===== config.mk =====
export PLATFORM = sky130hd
export DESIGN_NAME = tanh_requester
export DESIGN_NICKNAME = d
export VERILOG_FILES = /design/src/rtl/tanh_pkg.sv /design/src/rtl/tanh_result_fifo.sv /design/src/rtl/tanh_requester.sv
export SDC_FILE = /design/constraint.sdc
export NUM_CORES = 1
export LEC_CHECK = 0
export BUFFER_PORTS_ARGS = -buffer_cell sky130_fd_sc_hd__buf_2
export CAP_MARGIN = 20
export CORE_MARGIN = 5
export CORE_UTILIZATION = 45
export DETAILED_ROUTE_END_ITERATION = 8
export HOLD_SLACK_MARGIN = 0.1
export PLACE_DENSITY_LB_ADDON = 0.12
export SYNTH_ARGS = -nofsm -noshare
export SYNTH_HDL_FRONTEND = slang
export SYNTH_SLANG_ARGS = --single-unit

===== constraint.sdc =====
create_clock -name clk -period 3 [get_ports clk]
set_input_delay 0.6 -clock clk [delete_from_list [all_inputs] [get_ports clk]]
set_output_delay 0.6 -clock clk [all_outputs]
set_load 0.01 [all_outputs]

===== src/rtl/tanh_pkg.sv =====
// Shared Q5.26 format constants and controller state encoding for the tanh request path.
package tanh_pkg;

    localparam int WORD      = 32;
    localparam int FRAC_BITS = 26;

    localparam logic [WORD-1:0] TANH_ONE     = WORD'(1) << FRAC_BITS;
    localparam logic [WORD-1:0] TANH_NEG_ONE = -TANH_ONE;

    typedef enum logic [2:0] {
        ST_IDLE,
        ST_RELEASE,
        ST_WAIT_EN,
        ST_ACK,
        ST_ABORT
    } tanh_state_t;

endpackage


===== src/rtl/tanh_result_fifo.sv =====
// First-word-fall-through result FIFO; extra pointer bit separates full from empty.
module tanh_result_fifo #(
    parameter int DEPTH = 4,
    parameter int W     = 33
) (
    input  logic                   clk,
    input  logic                   rst,
    input  logic                   wr_en,
    input  logic [W-1:0]           wr_data,
    input  logic                   rd_en,
    output logic [W-1:0]           rd_data,
    output logic [$clog2(DEPTH):0] count,
    output logic                   empty
);

    localparam int AW = $clog2(DEPTH);

    logic [W-1:0] mem [DEPTH];
    logic [AW:0]  wr_ptr;
    logic [AW:0]  rd_ptr;
    logic         do_rd;

    assign do_rd = rd_en && !empty;

    always_ff @(posedge clk) begin
        if (rst) begin
            wr_ptr <= '0;
            rd_ptr <= '0;
        end else begin
            if (wr_en) wr_ptr <= wr_ptr + 1'b1;
            if (do_rd) rd_ptr <= rd_ptr + 1'b1;
        end
    end

    // A write while full only happens alongside a read, so the old head is read out first.
    always_ff @(posedge clk) begin
        if (wr_en) mem[wr_ptr[AW-1:0]] <= wr_data;
    end

    assign count   = wr_ptr - rd_ptr;
    assign empty   = (count == '0);
    assign rd_data = mem[rd_ptr[AW-1:0]];

endmodule


===== src/rtl/tanh_requester.sv =====
// Request-side controller for the iterative tanh unit: operand release, result capture
// with clamping to +/-1.0, timeout abort via lock pulse, and a small result queue.
//
//   state      | meaning
//   -----------+-------------------------------------------------------------
//   ST_IDLE    | waiting for an operand; accepts when the queue has room
//   ST_RELEASE | wa held low WA_LOW cycles so the unit samples oz
//   ST_WAIT_EN | waiting for en; timer guards against a stalled unit
//   ST_ACK     | comp held until the unit drops en
//   ST_ABORT   | locked pulsed for two cycles, then an error entry is queued
module tanh_requester
    import tanh_pkg::*;
#(
    parameter int DEPTH   = 4,
    parameter int TIMEOUT = 64,
    parameter int WA_LOW  = 2
) (
    input  logic            clk,
    input  logic            rst,
    input  logic            in_valid,
    output logic            in_ready,
    input  logic [WORD-1:0] in_data,
    output logic [WORD-1:0] oz,
    output logic            wa,
    output logic            comp,
    output logic            locked,
    input  logic            en,
    input  logic [WORD-1:0] tanh,
    output logic            out_valid,
    input  logic            out_ready,
    output logic [WORD-1:0] out_data,
    output logic            out_err,
    output logic            busy
);

    localparam int CW = $clog2(DEPTH) + 1;
    localparam int TW = $clog2(TIMEOUT + 2);

    tanh_state_t     state;
    tanh_state_t     state_nx;
    logic [TW-1:0]   timer;
    logic [WORD-1:0] clamped;
    logic            accept;
    logic            fifo_wr;
    logic [WORD:0]   fifo_wdata;
    logic [WORD:0]   fifo_rdata;
    logic [CW-1:0]   fifo_count;
    logic            fifo_empty;

    // A free slot is reserved at accept, so the eventual capture or error write never overflows.
    assign in_ready = !rst && (state == ST_IDLE) && (fifo_count < CW'(DEPTH));
    assign accept   = in_valid && in_ready;

    always_ff @(posedge clk) begin
        if (rst) begin
            state <= ST_IDLE;
            timer <= '0;
            oz    <= '0;
        end else begin
            state <= state_nx;
            if (accept) oz <= in_data;
            if (state == ST_IDLE || state == ST_ACK) timer <= '0;
            else                                     timer <= timer + 1'b1;
        end
    end

    always_comb begin
        if ($signed(tanh) > $signed(TANH_ONE))          clamped = TANH_ONE;
        else if ($signed(tanh) < $signed(TANH_NEG_ONE)) clamped = TANH_NEG_ONE;
        else                                            clamped = tanh;
    end

    always_comb begin
        state_nx   = state;
        fifo_wr    = 1'b0;
        fifo_wdata = {1'b0, clamped};
        case (state)
            ST_IDLE: begin
                if (accept) state_nx = ST_RELEASE;
            end
            ST_RELEASE: begin
                if (timer == TW'(WA_LOW - 1)) state_nx = ST_WAIT_EN;
            end
            ST_WAIT_EN: begin
                if (en) begin
                    fifo_wr  = 1'b1;
                    state_nx = ST_ACK;
                end else if (timer == TW'(TIMEOUT - 1)) begin
                    state_nx = ST_ABORT;
                end
            end
            ST_ACK: begin
                if (!en) state_nx = ST_IDLE;
            end
            ST_ABORT: begin
                if (timer == TW'(TIMEOUT + 1)) begin
                    fifo_wr    = 1'b1;
                    fifo_wdata = {1'b1, {WORD{1'b0}}};
                    state_nx   = ST_IDLE;
                end
            end
            default: state_nx = ST_IDLE;
        endcase
    end

    assign wa     = (state != ST_RELEASE);
    assign comp   = (state == ST_ACK);
    assign locked = (state == ST_ABORT);
    assign busy   = (state != ST_IDLE);

    tanh_result_fifo #(
        .DEPTH (DEPTH),
        .W     (WORD + 1)
    ) u_fifo (
        .clk     (clk),
        .rst     (rst),
        .wr_en   (fifo_wr),
        .wr_data (fifo_wdata),
        .rd_en   (out_ready),
        .rd_data (fifo_rdata),
        .count   (fifo_count),
        .empty   (fifo_empty)
    );

    assign out_valid = !fifo_empty;
    assign out_data  = fifo_empty ? '0 : fifo_rdata[WORD-1:0];
    assign out_err   = !fifo_empty && fifo_rdata[WORD];

endmodule

==> key figures <==
Status
  – Status: complete, no violations

Synth
  – Yosys top cell by area: edfxtp_1
  – Synth Flop Type: edfxtp_1
  – Post-Syn Nets: 639
  – Cell variety after synth: 47
  – Syn Area/Cell: 14.1 um2
  – Most common cell in the netlist: edfxtp_1
  – Synth Warn #: 0
  – Synth Register Bits: 182
  – Post-synth EDFFs: 132
  – Commonest cells post-synth: edfxtp_1 (132), dfxtp_1 (50), inv_1 (38)
  – Synth top area share: 50.2%
  – Ranking of synthesized cells by area: edfxtp_1 (50%), dfxtp_1 (13%), mux4_2 (9.4%), nor4b_1 (3.0%), o311ai_0 (3.0%)
  – Post-synthesis sequential area ratio: 62.9%
  – Synth Instances: 560
  – Async set-reset flop share out of synthesis: 0%
  – Post-synthesis instance area: 7890 um2

Global route
  – Largest net degree at the start of global routing: 37
  – Vias in the first global route: 5,551
  – Initial antenna violation count: 0
  – Grt ovf: 0
  – First-pass GRT wire length: 29,300 um
  – GRT Total Usage: 18.5%

Detailed routing
  – Remaining antenna violation count: 0
  – Residual DRC: 0
  – Number of vias per cell: 5.49
  – Initial DRC count: 363
  – Vias: 5,190
  – WL/cell: 19.1 um
  – TritonRoute pass-1 iters: 4
  – WL final: 18,100 um

Clock tree
  – H-tree depth: 4
  – Clock root cell: clkbuf_16
  – Clock Latency Late Sink: 420 ps
  – CTS max path bufs: 2
  – Clk slew on worst S/H paths: 70 ps
  – CTS tree: yes
  – CTS Buf Count: 17
  – Number of clock sinks: 182

Critical path
  – Worst EP required: 2400 ps
  – Worst Path Max Fanout: 17
  – WP depth: 9
  – Worst path max stage delay: 350 ps
  – Crit path to: out_data[23]
  – CP bufs+invs: 4
  – Critical Path Slowest Stage Cell: dfxtp_2
  – Critical R2R Capture: u_fifo.mem[2][28]
  – Crit path max-delay family: buffers and inverters
  – Worst path cell trace: inv_1 > ha_1 > nor2b_4 > o21a_1 > nor3_4 > buf_4 > buf_16 > nor2b_1 > buf_2
  – Arr. time, crit path: 2230 ps
  – Worst Setup SP: u_fifo.rd_ptr[1]
  – CP startpoint kind: flip-flop
  – Kind of critical path: flip-flop to output port
  – Cells on worst reg2reg path: 6
  – CP endpoint kind: output port
  – Reg-to-reg startpoint: timer[0]
  – R2R Setup Slk: 590 ps

Floorplan
  – I/O pins: 140
  – Chip width: 142 um
  – Core ar.: 17,200 um2
  – Rows: 48
  – Die Ht: 142 um
  – Die area: 20,300 um2
  – Initial Util: 45.8%

Timing
  – RSZ-0062 raised after global routing: false
  – Final cycle utilization of the critical path: 94.3%
  – Fmax: 353 MHz
  – Rel. slew slack: 52.5%
  – Fin crit period: 2830 ps
  – Final setup skew: 11.5 ps
  – Final setup fails: 0
  – Slew Viols, Final: 0
  – Final Hold Viols: 0
  – Slew @ Worst Pin: 703 ps
  – TNS Setup: 0 ps

Layout
  – Number of diodes: 0
  – Fin area: 9650 um2
  – Nets: 786
  – Final non-filler cell total: 945
  – P&R area growth vs syn: 22.3%
  – Share of layout cells above drive strength 1: 34.2%

Place
  – Post-Place Cells: 911
  – RD Place Congestion: 0.819
  – DPL Wire Length: 11,700 um
  – IO Port Bufs: 139
  – Dpl cell area: 9000 um2

Pwr
  – Worst vdd ir: 0.000505 V
  – Leakage: 3.61 nW
  – PwrDens: 808 nW/um2

Run
  – Max-cap check violation count: 0

Hold path
  – HP Class: primary input to flip-flop
layout make-up:
type                            count  area (um2)
Inverter                           38         143
Fill cell                        1409        7580
Sequential cell                   182        4970
Clock buffer                       18         429
Clock inverter                     14         178
Multi-Input combinational cell    297        2600
Tap cell                          225         282
Timing Repair Buffer              171        1060
kinds of logic after synthesis:
group                      share of synthesized area, %
DFF                                                62.9
xor gates and xnor gates                          0.555
muxes                                              9.67
and+or+nand+nor                                    13.2
AOI/OAI and AO/OA                                  7.79
buffers and inverters                              4.27
adders and majority gates                          1.59
timing repair:
| action | 4_1_cts | 5_1_grt |
|---|---|---|
| buffers inserted | 1 | 0 |
| cloned | 1 | 0 |
| gates resized for setup | 2 | 3 |
| hold buffers | 0 | 0 |
| endpoints found under the setup margin | 19 | 26 |
| pin swaps | 1 | 1 |
placed cells by master (no fill, tap or decap), types with 5 or more instances in the layout:
| cell | synthesis | final |
|---|---|---|
| clkbuf_16 | 0 | 17 |
| a21oi_1 | 11 | 11 |
| o211ai_1 | 6 | 6 |
| nor3_1 | 14 | 14 |
| clkinv_4 | 0 | 5 |
| buf_2 | 8 | 139 |
| o31ai_1 | 5 | 5 |
| dfxtp_1 | 50 | 47 |
| buf_12 | 0 | 8 |
| buf_4 | 4 | 23 |
| nor2b_1 | 29 | 28 |
| nor2_1 | 12 | 12 |
| and2b_1 | 6 | 6 |
| o311ai_0 | 27 | 27 |
| nand2b_1 | 7 | 7 |
| and2_1 | 5 | 5 |
| edfxtp_1 | 132 | 132 |
| nand3_1 | 7 | 7 |
| o21ai_0 | 31 | 31 |
| ha_1 | 10 | 10 |
| nand2_1 | 12 | 12 |
| nor4b_1 | 27 | 27 |
| nor4_1 | 11 | 11 |
| inv_1 | 38 | 38 |
| mux4_2 | 33 | 33 |
through the flow:
step	util (%)	power (mW)	hold slack, ps	worst slack, ps
final	56.0	7.80	421	171
after global routing	56.0	8.23	425	15.5
after CTS	56.0	7.91	402	3.46
after detailed placement	52.2	5.49	464	177
after global placement	52.2	5.45	459	357
after floorplan	-	4.48	445	283
worst min-delay path, stage by stage:
cell and delay, ps:
buf_2 90, inv_1 30, o21ai_0 60
report_power, final:
group	total (mW)	internal (mW)	switching [mW]
combinational	2.59	1.17	1.42
clock	2.26	1.32	0.941
sequential	2.95	2.84	0.116
total	7.80	5.33	2.47
sequential cells by signal (all words and copies together) (netlist names), named ones only:
| register | cells |
|---|---|
| oz | 32 |
| state | 3 |
| timer | 7 |
| u_fifo.mem | 132 |
| u_fifo.rd_ptr | 3 |
| u_fifo.wr_ptr | 3 |
routing by layer:
metal | share of wire (%) | GRT usage, % | up-vias | wire [um]
li1 | - | - | 2475 | -
met1 | 42 | 23.5 | 2567 | 7610
met2 | 52 | 32.1 | 126 | 9370
met3 | 4.4 | 3.76 | 22 | 789
met4 | 1.6 | 5.65 | 0 | 294
met5 | 0 | 0 | - | 0
worst min path at each step:
| stage | from | end | slack, ps | cells past startpoint |
|---|---|---|---|---|
| after floorplan | timer[0] | timer[0] | 450 | 1 |
| after global placement | oz[3] | oz[3] | 460 | 2 |
| after detailed placement | oz[4] | oz[4] | 460 | 2 |
| after CTS | in_data[13] | oz[13] | 400 | 3 |
| after global routing | in_data[7] | oz[7] | 420 | 3 |
| final | in_data[13] | oz[13] | 420 | 3 |
Note: power is estimated with default switching activity, not from simulation.
